$ cat src/rtl/imm_gen_stage.sv
// Immediate-generation pipeline stage: expands RISC-V style immediates and
// registers them behind a two-slot (output + skid) valid/ready buffer.

package imm_gen_pkg;

    localparam int unsigned XLEN = 32;

    typedef enum logic [2:0] {
        IMM_NONE = 3'd0,
        IMM_I    = 3'd1,
        IMM_S    = 3'd2,
        IMM_B    = 3'd3,
        IMM_U    = 3'd4,
        IMM_J    = 3'd5,
        IMM_C    = 3'd6
    } imm_type_t;

    typedef struct packed {
        logic [XLEN-1:0] imm;
        imm_type_t       typ;
    } imm_entry_t;

endpackage

module imm_gen_stage
    import imm_gen_pkg::*;
#(
    parameter bit ZERO_NONE = 1'b1
) (
    input  logic            clk,
    input  logic            rst_n,
    input  logic            flush,
    input  logic            in_valid,
    output logic            in_ready,
    input  logic [XLEN-1:0] in_instr,
    input  imm_type_t       in_imm_type,
    output logic            out_valid,
    input  logic            out_ready,
    output logic [XLEN-1:0] out_imm,
    output imm_type_t       out_imm_type
);

    typedef enum logic [1:0] {
        ST_EMPTY = 2'd0,
        ST_ONE   = 2'd1,
        ST_FULL  = 2'd2
    } state_t;

    state_t     state;
    imm_entry_t skid;
    imm_entry_t new_entry;
    logic       accept;
    logic       drain;

    assign accept = in_valid & in_ready;
    assign drain  = out_valid & out_ready;

    // Immediate expansion; undefined type encodings fall back to IMM_NONE.
    always_comb begin
        new_entry.imm = '0;
        new_entry.typ = IMM_NONE;
        case (in_imm_type)
            IMM_I: begin
                new_entry.imm = {{20{in_instr[31]}}, in_instr[31:20]};
                new_entry.typ = IMM_I;
            end
            IMM_S: begin
                new_entry.imm = {{20{in_instr[31]}}, in_instr[31:25], in_instr[11:7]};
                new_entry.typ = IMM_S;
            end
            IMM_B: begin
                new_entry.imm = {{19{in_instr[31]}}, in_instr[31], in_instr[7],
                                 in_instr[30:25], in_instr[11:8], 1'b0};
                new_entry.typ = IMM_B;
            end
            IMM_U: begin
                new_entry.imm = {in_instr[31:12], 12'h000};
                new_entry.typ = IMM_U;
            end
            IMM_J: begin
                new_entry.imm = {{11{in_instr[31]}}, in_instr[31], in_instr[19:12],
                                 in_instr[20], in_instr[30:21], 1'b0};
                new_entry.typ = IMM_J;
            end
            IMM_C: begin
                new_entry.imm = {27'h0, in_instr[19:15]};
                new_entry.typ = IMM_C;
            end
            default: begin
                new_entry.imm = ZERO_NONE ? XLEN'(0) : in_instr;
                new_entry.typ = IMM_NONE;
            end
        endcase
    end

    // Slot control; in_ready/out_valid are registered alongside the state.
    always_ff @(posedge clk) begin
        if (!rst_n) begin
            state        <= ST_EMPTY;
            in_ready     <= 1'b1;
            out_valid    <= 1'b0;
            out_imm      <= '0;
            out_imm_type <= IMM_NONE;
            skid         <= '{imm: '0, typ: IMM_NONE};
        end else if (flush) begin
            state     <= ST_EMPTY;
            in_ready  <= 1'b1;
            out_valid <= 1'b0;
        end else begin
            case (state)
                ST_EMPTY: begin
                    if (accept) begin
                        out_imm      <= new_entry.imm;
                        out_imm_type <= new_entry.typ;
                        out_valid    <= 1'b1;
                        state        <= ST_ONE;
                    end
                end
                ST_ONE: begin
                    if (accept && drain) begin
                        out_imm      <= new_entry.imm;
                        out_imm_type <= new_entry.typ;
                    end else if (accept) begin
                        skid     <= new_entry;
                        in_ready <= 1'b0;
                        state    <= ST_FULL;
                    end else if (drain) begin
                        out_valid <= 1'b0;
                        state     <= ST_EMPTY;
                    end
                end
                ST_FULL: begin
                    if (drain) begin
                        out_imm      <= skid.imm;
                        out_imm_type <= skid.typ;
                        in_ready     <= 1'b1;
                        state        <= ST_ONE;
                    end
                end
                default: begin
                    state     <= ST_EMPTY;
                    in_ready  <= 1'b1;
                    out_valid <= 1'b0;
                end
            endcase
        end
    end

endmodule

$ cat config.mk
export PLATFORM = sky130hd
export DESIGN_NAME = imm_gen_stage
export DESIGN_NICKNAME = d
export VERILOG_FILES = /design/src/rtl/imm_gen_stage.sv
export SDC_FILE = /design/constraint.sdc
export NUM_CORES = 1
export LEC_CHECK = 0
export CELL_PAD_IN_SITES_DETAIL_PLACEMENT = 0
export CELL_PAD_IN_SITES_GLOBAL_PLACEMENT = 2
export CORE_MARGIN = 5
export CORE_UTILIZATION = 30
export DETAILED_ROUTE_END_ITERATION = 8
export GPL_ROUTABILITY_DRIVEN = 1
export PLACE_DENSITY_LB_ADDON = 0.1
export SLEW_MARGIN = 20
export SYNTH_ARGS = -nofsm -noshare
export SYNTH_HDL_FRONTEND = slang
export SYNTH_SLANG_ARGS = --single-unit
export TNS_END_PERCENT = 1
$ cat constraint.sdc
create_clock -name clk -period 1.9 [get_ports clk]
set_input_delay 0.38 -clock clk [delete_from_list [all_inputs] [get_ports clk]]
set_output_delay 0.38 -clock clk [all_outputs]
set_load 0.02 [all_outputs]
==> impl_metrics.yaml, run 1 <==
outcome:
  status: "finished clean"
sta:
  setup_tns_ns: 0
  final-hold-violation-count: 0
  max_slew.worst_pin.slew_ns: 0.530
  post-route-period-util_pct: 94.4
  timing.hold.ws_ns: 0.463
  setup_viol_count_final: 0
  clock-skew-final_ns: 0.00390
  maxSlewViolCount: 0
  setup_ws_ns: 0.105
  fmax_mhz: 557
  maxSlewHeadroom_pct: 64.6
  fin_crit_ns: 1.79
global_routing:
  antenna_found_initial: 0
  grt_pass1_wl_mm: 18.0
  track_usage_pct: 16.0
  grt_start_max_net_pins: 43
  grt-ovfl-total: 0
  grt_pass1_vias: 3319
floorplanning:
  core-area_um2: 11500
  rows: 39
  fp.dieArea_um2: 14000
  dieWidth_um: 118
  pin_count: 77
  initial_core_util_pct: 30.6
  die_y_um: 118
drt:
  drt_pre_antenna_iters: 4
  wl_met1_mm: 5.48
  met3_length_um: 533
  ant_nets: 0
  wl_met2_mm: 4.80
  routed_wl_mm: 11.0
  routed_via_density: 5.24
  highest_layer: "met4"
  num_vias: 3337
  initialDrtViolationCount: 254
  wl_per_cell_um: 17.3
  drcViolationCount: 0
clocking:
  htreeDepth: 3
  clk_pin_slew_ns: 0.06
  cts.sinks: 74
  cts_buffers: 9
  cts_tree: "done"
  holdBufCountCts: 0
  cts_buffer_depth: 2
  clk_latency_ns: 0.34
  cts_root_buf: "clkbuf_16"
hold_path:
  min_path_type: "flop to flop"
yosys:
  synth_area_um2: 3510
  syn_nets: 442
  synthDistinctLibCells: 47
  avgSynthCellArea_um2: 8.74
  ys_seq_area_share_pct: 42.2
  synth_seq_cells: 74
  synthCells: 402
  async_flop_share_pct: 0
  synth-edff-count: 0
  yosysWarnings: 0
  ys.flop_type: "dfxtp_1"
cells_and_area:
  register_area_um2: 1480
  area_growth_pct: 44.1
  antenna_cells: 0
  multi_input_area_um2: 1890
  mostFrequentLayoutCell: "dfxtp_1"
  nNetsFinal: 529
  drive_gt1_share_pct: 21.1
  final_cells: 637
  final_cell_mix: "73 x dfxtp_1, 68 x clkdlybuf4s50_1, 50 x buf_4, 39 x nand2_1, 29 x nor2_1"
  final_core_util_pct: 44.1
  fill_cells: 1129
place:
  numPortBuffers: 69
  routabilityCongestion: 0.781
  place_hpwl_mm: 7.84
  pre_cts_ws_ns: -0.608
  dp.cells: 621
power_and_ir_drop:
  vdd_drop_max_mv: 0.615
  power.leakage_nw: 1.80
  cellPowerDensity_nw_per_um2: 846
worst_setup_path:
  cp.arrival_ns: 2.03
  critical_path_class: "input port to flop"
  cp_data_required_time_ns: 2.13
  critPathCaptureType: "flop"
  start_kind: "input port"
  cp_max_fo: 22
job:
  max-cap-violations: 0
[per-stage QoR]
stage	total power [mW]	instance area, um2
2_1_floorplan	1.97	3510
3_3_place_gp	2.28	4620
3_5_place_dp	2.28	4620
4_1_cts	4.33	5020
5_1_grt	4.46	5060
6_report	4.28	5060
[logic make-up after synthesis]
logic type | Yosys count | share of synthesized area [%]
AO/OA/AOI/OAI | 154 | 32.5
AND/OR/NAND/NOR | 124 | 18.2
flip-flops | 74 | 42.2
buffers and inverters | 48 | 6.48
multiplexers | 2 | 0.606
[report_power, final]
| part | switching (mW) | leakage (nW) | internal (mW) |
|---|---|---|---|
| logic | 0.331 | 1.02 | 0.308 |
| registers | 0.0287 | 0.600 | 1.60 |
| clock network | 0.664 | 0.176 | 1.35 |
[per-layer routing]
metal	vias up	track usage, %
met5	-	0
met4	0	6.67
met3	14	4.73
met2	80	22.8
li1	1702	-
met1	1541	22.4
[worst max-delay path, cell delays in order]
cell and delay (ns):
clkdlybuf4s50_1 0.51, and4b_1 0.28, a211oi_4 0.07, buf_12 0.16
or2_4 0.34, a31o_2 0.28
[cell usage after synthesis, drive strengths merged (11+ instances only)]
library cell / n / area, um2
a22o: 12 / 105
nand3: 11 / 55.1
o21ai: 25 / 125
dfxtp: 74 / 1480
a2111oi: 13 / 114
buf: 26 / 145
nor2: 29 / 109
a211oi: 26 / 208
a31o: 13 / 114
a21oi: 15 / 75.1
a32oi: 11 / 96.3
nand2: 39 / 146
clkbuf: 21 / 78.8
[registers in the layout (all words and copies together) (netlist names)]
signal,count
in_ready,1
out_imm,32
out_imm_type,3
out_valid,1
skid,35
state,2
[repair_timing]
item | CTS | global route
cloned | 0 | 0
setup buffers | 0 | 0
gates resized for setup | 18 | 15
endpoints found under the setup margin | 16 | 33
[final timing paths]
check | cells after the start | start | end | slack [ns]
worst max-delay path | 6 | out_ready | out_imm[6] | 0.11
worst min-delay path | 2 | skid[8] | skid[8] | 0.46
worst max register to register | 5 | state[1] | out_imm[18] | 0.12
worst min register to register | 2 | skid[8] | skid[8] | 0.46
[cell type report]
type                            instances  area share [%]
Inverter                                1          0.0742
Clock buffer                           11            4.99
Timing Repair Buffer                  123            22.7
Clock inverter                          5            1.98
Multi-Input combinational cell        280            37.4
Tap cell                              143            3.54
Sequential cell                        74            29.3
No activity file was read; power rests on OpenSTA's default activity.
==> inputs of run 2 (changes only) <==
--- a/config.mk
+++ b/config.mk
@@ -12,7 +12,7 @@
 export DETAILED_ROUTE_END_ITERATION = 8
 export GPL_ROUTABILITY_DRIVEN = 1
 export PLACE_DENSITY_LB_ADDON = 0.1
-export SLEW_MARGIN = 20
+export SLEW_MARGIN = 40
 export SYNTH_ARGS = -nofsm -noshare
 export SYNTH_HDL_FRONTEND = slang
 export SYNTH_SLANG_ARGS = --single-unit
==> results of run 2 <==
Final layout, timing and power as in run 1 (identical DEF).
